<file path="config.mk">
export PLATFORM = sky130hd
export DESIGN_NAME = pc_sequencer
export DESIGN_NICKNAME = d
export VERILOG_FILES = /design/src/rtl/pc_seq_pkg.sv /design/src/rtl/pc_ret_stack.sv /design/src/rtl/pc_sequencer.sv
export SDC_FILE = /design/constraint.sdc
export NUM_CORES = 1
export LEC_CHECK = 0
export ABC_AREA = 1
export CAP_MARGIN = 20
export CELL_PAD_IN_SITES_DETAIL_PLACEMENT = 0
export CELL_PAD_IN_SITES_GLOBAL_PLACEMENT = 1
export CORE_ASPECT_RATIO = 1.4
export CORE_MARGIN = 1
export CORE_UTILIZATION = 32
export DETAILED_ROUTE_END_ITERATION = 16
export PLACE_DENSITY_LB_ADDON = 0.1
export SKIP_LAST_GASP = 1
export SLEW_MARGIN = 10
export SYNTH_ARGS = -nofsm -noshare
export SYNTH_HDL_FRONTEND = slang
export SYNTH_SLANG_ARGS = --single-unit
</file>
<file path="constraint.sdc">
create_clock -name clk -period 1.9 [get_ports clk]
set_input_delay 0.285 -clock clk [delete_from_list [all_inputs] [get_ports clk]]
set_output_delay 0.285 -clock clk [all_outputs]
set_load 0.03 [all_outputs]
</file>
<file path="src/rtl/pc_seq_pkg.sv">
// Shared op encodings, condition-select constants and condition helper for pc_sequencer.
package pc_seq_pkg;

    typedef enum logic [2:0] {
        OP_NEXT  = 3'd0,
        OP_BRA   = 3'd1,
        OP_BCOND = 3'd2,
        OP_JMP   = 3'd3,
        OP_CALL  = 3'd4,
        OP_RET   = 3'd5
    } op_e;

    localparam logic CSEL_CARRY = 1'b0;
    localparam logic CSEL_ZERO  = 1'b1;

    // Picks the flag named by csel; the caller applies inversion.
    function automatic logic sel_cond(input logic csel, input logic carry, input logic zero);
        logic r;
        r = carry;
        case (csel)
            CSEL_CARRY: r = carry;
            CSEL_ZERO:  r = zero;
            default:    r = carry;
        endcase
        return r;
    endfunction

endpackage

</file>
<file path="src/rtl/pc_ret_stack.sv">
// Return-address LIFO for pc_sequencer; push/pop are ignored when full/empty.
module pc_ret_stack #(
    parameter int unsigned DEPTH = 4,
    parameter int unsigned WIDTH = 9
) (
    input  logic             clk,
    input  logic             reset,
    input  logic             push,
    input  logic             pop,
    input  logic [WIDTH-1:0] wdata,
    output logic [WIDTH-1:0] data,
    output logic             full,
    output logic             empty
);

    localparam int unsigned IW = $clog2(DEPTH);
    localparam int unsigned CW = IW + 1;

    logic [CW-1:0]    count;
    logic [WIDTH-1:0] mem [DEPTH];
    logic [IW-1:0]    top_idx;

    assign full    = (count == CW'(DEPTH));
    assign empty   = (count == '0);
    // Index wraps when empty; data is then don't-care since pop is blocked.
    assign top_idx = IW'(count - CW'(1));
    assign data    = mem[top_idx];

    always_ff @(posedge clk) begin
        if (reset) begin
            count <= '0;
        end else if (push && !full) begin
            count <= count + CW'(1);
        end else if (pop && !empty) begin
            count <= count - CW'(1);
        end
    end

    always_ff @(posedge clk) begin
        if (!reset && push && !full) begin
            mem[IW'(count)] <= wdata;
        end
    end

endmodule

</file>
<file path="src/rtl/pc_sequencer.sv">
// Program-counter sequencer with relative/absolute branches and optional return
// stack (enabled by defining PC_SEQUENCER_RETSTACK_EN).
module pc_sequencer
    import pc_seq_pkg::*;
#(
    parameter int unsigned ADDR_WIDTH   = 9,
    parameter int unsigned OFFSET_WIDTH = 8,
    parameter int unsigned STACK_DEPTH  = 4,
    parameter int unsigned RESET_ADDR   = 0
) (
    input  logic                    clk,
    input  logic                    reset,
    input  logic                    advance,
    input  logic [2:0]              op,
    input  logic                    csel,
    input  logic                    cinv,
    input  logic                    carry,
    input  logic                    zero,
    input  logic [OFFSET_WIDTH-1:0] offset,
    input  logic [ADDR_WIDTH-1:0]   target,
    output logic [ADDR_WIDTH-1:0]   pc,
    output logic                    taken,
    output logic                    stack_full,
    output logic                    stack_empty,
    output logic                    overflow,
    output logic                    underflow
);

    localparam int unsigned AW = ADDR_WIDTH;
    localparam int unsigned XW = ADDR_WIDTH - OFFSET_WIDTH;

    if (ADDR_WIDTH < OFFSET_WIDTH + 1 || STACK_DEPTH < 2 ||
        (STACK_DEPTH & (STACK_DEPTH - 1)) != 0) begin : g_param_check
        $error("pc_sequencer: illegal ADDR_WIDTH/OFFSET_WIDTH/STACK_DEPTH");
    end

    logic [AW-1:0] seq_c;
    logic [AW-1:0] rel_c;
    logic [AW-1:0] pc_d;
    logic          taken_d;
    logic          cond_c;

    assign seq_c  = pc + AW'(1);
    assign rel_c  = pc + {{XW{offset[OFFSET_WIDTH-1]}}, offset};
    assign cond_c = sel_cond(csel, carry, zero) ^ cinv;

`ifdef PC_SEQUENCER_RETSTACK_EN
    logic          push_c;
    logic          pop_c;
    logic          ovf_set_c;
    logic          unf_set_c;
    logic [AW-1:0] top_c;
`endif

    // Next-pc selection; NEXT and the unused encodings fall through to seq.
    always_comb begin
        pc_d    = seq_c;
        taken_d = 1'b0;
`ifdef PC_SEQUENCER_RETSTACK_EN
        push_c    = 1'b0;
        pop_c     = 1'b0;
        ovf_set_c = 1'b0;
        unf_set_c = 1'b0;
`endif
        case (op)
            OP_BRA: begin
                pc_d    = rel_c;
                taken_d = 1'b1;
            end
            OP_BCOND: begin
                if (cond_c) begin
                    pc_d    = rel_c;
                    taken_d = 1'b1;
                end
            end
            OP_JMP: begin
                pc_d    = target;
                taken_d = 1'b1;
            end
            OP_CALL: begin
                pc_d    = rel_c;
                taken_d = 1'b1;
`ifdef PC_SEQUENCER_RETSTACK_EN
                if (stack_full) ovf_set_c = 1'b1;
                else            push_c    = 1'b1;
`endif
            end
`ifdef PC_SEQUENCER_RETSTACK_EN
            OP_RET: begin
                if (stack_empty) begin
                    unf_set_c = 1'b1;
                end else begin
                    pc_d    = top_c;
                    taken_d = 1'b1;
                    pop_c   = 1'b1;
                end
            end
`endif
            default: ;
        endcase
    end

    always_ff @(posedge clk) begin
        if (reset) begin
            pc    <= AW'(RESET_ADDR);
            taken <= 1'b0;
        end else if (advance) begin
            pc    <= pc_d;
            taken <= taken_d;
        end
    end

`ifdef PC_SEQUENCER_RETSTACK_EN
    pc_ret_stack #(
        .DEPTH (STACK_DEPTH),
        .WIDTH (AW)
    ) u_ret_stack (
        .clk   (clk),
        .reset (reset),
        .push  (advance && push_c),
        .pop   (advance && pop_c),
        .wdata (seq_c),
        .data  (top_c),
        .full  (stack_full),
        .empty (stack_empty)
    );

    // Sticky error flags, cleared only by reset.
    always_ff @(posedge clk) begin
        if (reset) begin
            overflow  <= 1'b0;
            underflow <= 1'b0;
        end else if (advance) begin
            if (ovf_set_c) overflow  <= 1'b1;
            if (unf_set_c) underflow <= 1'b1;
        end
    end
`else
    assign stack_full  = 1'b0;
    assign stack_empty = 1'b1;
    assign overflow    = 1'b0;
    assign underflow   = 1'b0;
`endif

endmodule
</file>
==> results.py, run 1 <==
metrics = {
    "run_status": {
        "status": "complete, no violations",
    },
    "timing": {
        "max_freq_mhz": 578,
        "setup_viol": 0,
        "maxSlewViolCount": 0,
        "finalCritPeriodShare_pct": 91.0,
        "period_needed_ps": 1730,
        "rsz0062_at_grt": "false",
        "fin_skew_ps": 6.01,
        "hold_viol": 0,
    },
    "cts": {
        "path_clk_slew_ps": 50,
        "htreeDepth": 1,
        "cts-root-buf": "clkbuf_8",
        "cts_inserted_buffers": 3,
        "tritoncts": "done",
        "worstSkewPairLatency_ps": 240,
        "cts.sinks": 10,
        "cts_hold_buf": 0,
        "clock_path_buffers": 2,
    },
    "floorplan": {
        "io_pins": 41,
        "core_area_mm2": 0.00392,
        "fp.dieArea_mm2": 0.00435,
        "die_height_um": 77.7,
        "start_util_pct": 33.4,
        "dieWidth_um": 56.1,
        "num_rows": 27,
    },
    "global_routing": {
        "antenna_found_initial": 0,
        "grt_pass1_wl_um": 5760,
        "grt_pass1_vias": 1307,
        "overflow": 0,
        "grt_usage_pct": 16.6,
        "grt_max_degree": 19,
    },
    "yosys": {
        "synth_edf_count": 0,
        "yosysWarnings": 0,
        "synth_area_leaders": "dfxtp_1 (15%), nand2_1 (15%), ha_1 (8.6%), inv_1 (8.3%), nand3_1 (7.3%)",
        "syn_inst": 209,
        "syn_area_per_cell_um2": 6.26,
        "ys_seq_elements": 10,
        "yosysTopAreaCell": "dfxtp_1",
        "async_flop_share_pct": 0,
        "syn-cell-area_mm2": 0.00131,
        "synth_top_area_share_pct": 15.3,
        "ys_seq_area_share_pct": 15.3,
        "synth_flop_cell": "dfxtp_1",
        "yosys.cell_types.count": 29,
    },
    "hold_path": {
        "min_to": "taken",
        "hp-class": "reg -> reg",
        "hold_path_depth": 2,
        "hold_start": "taken",
    },
    "power_and_ir_drop": {
        "leakage_nw": 0.897,
        "switching_share_pct": 37.2,
        "p_seq_share_pct": 26.1,
        "clkPwrFrac_pct": 27.4,
        "switching_power_mw": 0.365,
        "p_int_mw": 0.616,
        "power_density_mw_per_mm2": 536,
        "vdd_ir_drop_max_uv": 240,
        "combPwrFrac_pct": 46.5,
    },
    "placement": {
        "dp_cells": 293,
        "port_buffers": 36,
        "place.gp.congestion": 0.827,
        "dp_hpwl_um": 2930,
    },
    "flow_run": {
        "max_cap_violations": 0,
    },
    "routing": {
        "drt_iter0_drc": 15,
        "drc": 0,
        "routedWlPerCell_um": 11.8,
        "vias": 1403,
        "drt-pass1-iter-count": 3,
        "wl_um": 3530,
        "vias_per_cell": 4.71,
        "ant_nets": 0,
    },
    "cells_and_area": {
        "nNetsFinal": 293,
        "final_util_pct": 46.7,
        "antennaDiodeCount": 0,
        "drive_gt1_share_pct": 16.1,
        "final_cell_mix": "nand2_1 (53), clkdlybuf4s50_1 (35), inv_1 (28)",
        "mostFrequentLayoutCell": "nand2_1",
        "fin_cells": 298,
        "syn_to_final_growth_pct": 39.8,
    },
    "worst_setup_path": {
        "r2r_end": "pc[4]",
        "critPathLaunchType": "primary input",
        "cp.required_ps": 2070,
        "r2r_start": "pc[0]",
        "critical_path.max_fanout": 3,
        "crit_type": "in -> reg",
        "reg2regPathDepth": 9,
        "rrSetupSlack_ps": 230,
        "cp_data_arrival_time_ps": 1900,
        "critical_path.endpoint_type": "flop",
    },
}
==> cell type report <==
type                       count  area (um^2)
clock buffer                   4         55.1
fill                         440         2090
inverter                      35          131
multi-input combinational    160          950
sequential                    10          201
tap                           43         53.8
timing repair buffer          46          438
==> worst max path at each step <==
stage              start  endpoint  slack, ps  depth (start not counted)
6_report       offset[1]     pc[4]        170                          9
5_1_grt        offset[1]     pc[4]         50                          9
4_1_cts        offset[0]     pc[6]         10                         12
2_1_floorplan      pc[1]     pc[6]         90                         10
3_5_place_dp   offset[0]     pc[6]       -220                         12
3_3_place_gp   offset[0]     pc[6]       -210                         12
==> metrics by stage <==
| stage | total power [mW] | worst slack [ps] | TNS, ps | hold WS [ps] | area [um^2] |
|---|---|---|---|---|---|
| 6_report | 0.981 | 171 | 0 | 487 | 1830 |
| 3_3_place_gp | 0.711 | -212 | -806 | 455 | 1750 |
| 5_1_grt | 1.05 | 48.1 | 0 | 532 | 1830 |
| 4_1_cts | 0.987 | 13.1 | 0 | 489 | 1800 |
| 3_5_place_dp | 0.713 | -224 | -879 | 480 | 1750 |
| 2_1_floorplan | 0.544 | 85.4 | 0 | 354 | 1320 |
==> synth_stat cells (2+ instances only) <==
cell type	number
o21ai_2	2
a21oi_1	11
dfxtp_1	10
xnor2_1	3
nor2_4	2
xor2_1	5
nand4_1	3
inv_1	29
nand3_2	5
o21ai_1	4
nor2_1	17
nand3_1	19
buf_4	4
nand2_1	53
inv_2	6
ha_1	9
conb_1	2
nand3_4	2
nand2_4	2
o21ai_0	12
==> repair_timing <==
item,4_1_cts,5_1_grt
resized for setup,0,6
endpoints found under the setup margin,0,3
buffers inserted,0,1
==> layer usage <==
metal | vias to the layer above | share of wire [%] | GRT usage, %
met5 | - | 0 | 0
met4 | 0 | 1.4 | 5.12
met3 | 4 | 4.5 | 3.00
met2 | 34 | 53 | 31.8
met1 | 614 | 41 | 18.1
li1 | 751 | - | -
==> critical path: stages <==
cell and delay (ps):
clkdlybuf4s50_1 480, inv_1 70, fa_2 410, o21ai_4 160, nand2_1 80, xor2_1 140
o21ai_1 130, nor2_1 50, nor2_1 90
==> power by group through the flow <==
stage	Combinational (mW)	Sequential [mW]	Clock (mW)
6_report	0.456	0.256	0.269
5_1_grt	0.509	0.259	0.286
2_1_floorplan	0.251	0.293	0
4_1_cts	0.454	0.257	0.276
3_3_place_gp	0.450	0.261	0
3_5_place_dp	0.452	0.261	0
==> registers in the layout, summed over array words and instances, names as in the netlist <==
signal  flops
taken       1
pc          9
==> logic make-up (layout without fill, tap and decap cells) <==
logic type | Yosys count | count (layout) | synth area share (%)
fa+ha+maj | 10 | 10 | 10.1
xor+xnor | 8 | 8 | 5.35
buf+inv | 41 | 85 | 14.1
flops | 10 | 10 | 15.3
other cells | 2 | 4 | 0.574
simple gates | 107 | 107 | 41.8
compound gates | 31 | 31 | 12.8
No activity file was read; power rests on OpenSTA's default activity.
==> inputs of run 2 (changes only) <==
--- a/config.mk
+++ b/config.mk
@@ -13,6 +13,7 @@
 export CORE_MARGIN = 1
 export CORE_UTILIZATION = 32
 export DETAILED_ROUTE_END_ITERATION = 16
+export GPL_TIMING_DRIVEN = 0
 export PLACE_DENSITY_LB_ADDON = 0.1
 export SKIP_LAST_GASP = 1
 export SLEW_MARGIN = 10
==> results.py, run 2 (synthesis results as in run 1) <==
metrics = {
    "run_status": {
        "status": "complete, no violations",
    },
    "worst_setup_path": {
        "timing.critical_path.mode_cell": "nand3_1",
        "rrSetupSlack_ps": 150,
        "critPathLaunchType": "primary input",
        "critPathMaxStageDelay_ps": 480,
        "cp_num_buf_inv": 3,
        "crit_path_cell_trace": "clkdlybuf4s50_1, inv_1, fa_2, o21ai_4, buf_4, nand4_1, nand3_1, nand3_1, a21oi_1",
        "slowest_stage": "clkdlybuf4s50_1",
        "cp.required_ps": 2070,
        "reg2regPathDepth": 9,
        "critical_path.max_fanout": 3,
        "cp_top_family": "buffers and inverters",
        "cp_data_arrival_time_ps": 1960,
        "r2r_end": "pc[8]",
        "r2r_start": "pc[0]",
        "critical_path.endpoint_type": "flop",
        "crit_type": "in -> reg",
    },
    "timing": {
        "fin_skew_ps": 1.59,
        "hold_viol": 0,
        "finalCritPeriodShare_pct": 94.5,
        "rsz0062_at_grt": "false",
        "maxSlewViolCount": 0,
        "period_needed_ps": 1790,
        "setup_viol": 0,
        "max_freq_mhz": 557,
        "setup_slack_ps": 105,
    },
    "hold_path": {
        "min_to": "taken",
        "hp-class": "reg -> reg",
        "hold_path_depth": 2,
        "hold_start": "taken",
    },
    "placement": {
        "dpl_cell_area_mm2": 0.00172,
        "dp_cells": 289,
        "dp_hpwl_um": 2790,
        "pre_cts_slack_ps": -349,
        "place.gp.congestion": 0.747,
        "port_buffers": 35,
    },
    "cts": {
        "clock_path_buffers": 2,
        "cts-root-buf": "clkbuf_8",
        "worstSkewPairLatency_ps": 230,
        "path_clk_slew_ps": 50,
        "cts_inserted_buffers": 3,
        "cts_hold_buf": 0,
        "htreeDepth": 1,
        "cts.sinks": 10,
        "tritoncts": "done",
    },
    "cells_and_area": {
        "final_cell_area_mm2": 0.00182,
        "fin_cells": 296,
        "antennaDiodeCount": 0,
        "nNetsFinal": 291,
        "regMostFlops": "pc",
        "largest_register_ffs": 9,
        "reg_top3": "pc x9, taken x1",
        "drive_gt1_share_pct": 16.2,
        "final_util_pct": 46.5,
        "fillers": 426,
        "mostFrequentLayoutCell": "nand2_1",
        "final_cell_mix": "nand2_1 (53), clkdlybuf4s50_1 (34), inv_1 (28)",
        "syn_to_final_growth_pct": 39.2,
    },
    "routing": {
        "drt_iter0_drc": 25,
        "drc": 0,
        "vias": 1383,
        "wl_um": 3380,
        "ant_nets": 0,
        "vias_per_cell": 4.67,
        "routedWlPerCell_um": 11.4,
        "drt-pass1-iter-count": 4,
    },
    "flow_run": {
        "max_cap_violations": 0,
    },
    "floorplan": {
        "core_area_mm2": 0.00392,
        "fp.dieArea_mm2": 0.00435,
        "num_rows": 27,
        "start_util_pct": 33.4,
        "io_pins": 41,
        "dieWidth_um": 56.1,
        "die_height_um": 77.7,
    },
    "global_routing": {
        "grt_pass1_wl_um": 5840,
        "overflow": 0,
        "grt_max_degree": 11,
        "antenna_found_initial": 0,
        "grt_pass1_vias": 1361,
        "grt_usage_pct": 16.7,
    },
    "power_and_ir_drop": {
        "vdd_ir_drop_max_uv": 309,
        "leakage_nw": 0.883,
        "power_density_mw_per_mm2": 533,
    },
}
-- run 2: cell count changes in the layout (fill, tap and decap cells not counted) --
cell and delta:
buf_4 -3, clkdlybuf4s50_1 -1, nor2_1 -1, clkbuf_1 +1, bufbuf_8 +1, dlymetal6s2s_1 -1, nor2_2 +1, dfxtp_4 +1
dfxtp_1 -1, dlygate4sd2_1 +1
-- run 2: area by class of cell --
class / count / area [um^2] / area share [%]
multi-input cells: 160 / 952 / 52.3
repair buffers: 38 / 372 / 20.4
flip-flops and latches: 10 / 205 / 11.3
inverters: 35 / 131 / 7.21
clock buffers: 4 / 55.1 / 3.02
well taps: 43 / 53.8 / 2.95
plain buffers: 6 / 52.6 / 2.88
-- run 2: per-layer routing --
| metal | wire length [um] | vias up | track usage [%] |
|---|---|---|---|
| met1 | 1450 | 593 | 18.7 |
| met5 | 0 | - | 0 |
| met2 | 1700 | 37 | 31.1 |
| met3 | 138 | 8 | 2.33 |
| li1 | - | 745 | - |
| met4 | 89 | 0 | 6.83 |
-- run 2: where the power goes --
| part | total [mW] | switching, mW | internal, mW | leakage, nW |
|---|---|---|---|---|
| Combinational | 0.442 | 0.241 | 0.200 | 0.771 |
| Clock | 0.264 | 0.0823 | 0.182 | 0.0288 |
| Sequential | 0.265 | 0.0354 | 0.229 | 0.0838 |
-- run 2: how the worst max path moves through the flow --
stage,startpoint,endpoint,slack [ps],cells after the start
detailed placement,offset[0],pc[6],-350,12
CTS,pc[0],pc[6],50,11
global route,pc[4],pc[7],7,8
floorplan,pc[1],pc[6],90,10
finish,offset[1],pc[8],110,9
global placement,offset[0],pc[6],-340,12
-- run 2: worst reg2reg max path: stages (launching register included) --
cell,delay [ps]
dfxtp_4,380
ha_2,200
inv_2,40
fa_2,360
o21ai_4,190
buf_4,130
nand4_1,90
nand3_1,90
nand3_1,80
a21oi_1,130
-- run 2: stage by stage --
stage / hold slack (ps) / power [mW] / TNS, ps
after floorplan: 354 / 0.544 / 0
after global placement: 456 / 0.697 / -1020
after detailed placement: 467 / 0.697 / -1070
after CTS: 474 / 0.979 / 0
after global routing: 503 / 1.05 / 0
final: 471 / 0.971 / 0
-- run 2: what timing repair did --
item | in CTS | in global routing
cloned | 0 | 0
resized for setup | 4 | 5
setup buffers | 2 | 1
pin swaps | 5 | 3
endpoints found under the setup margin | 2 | 3
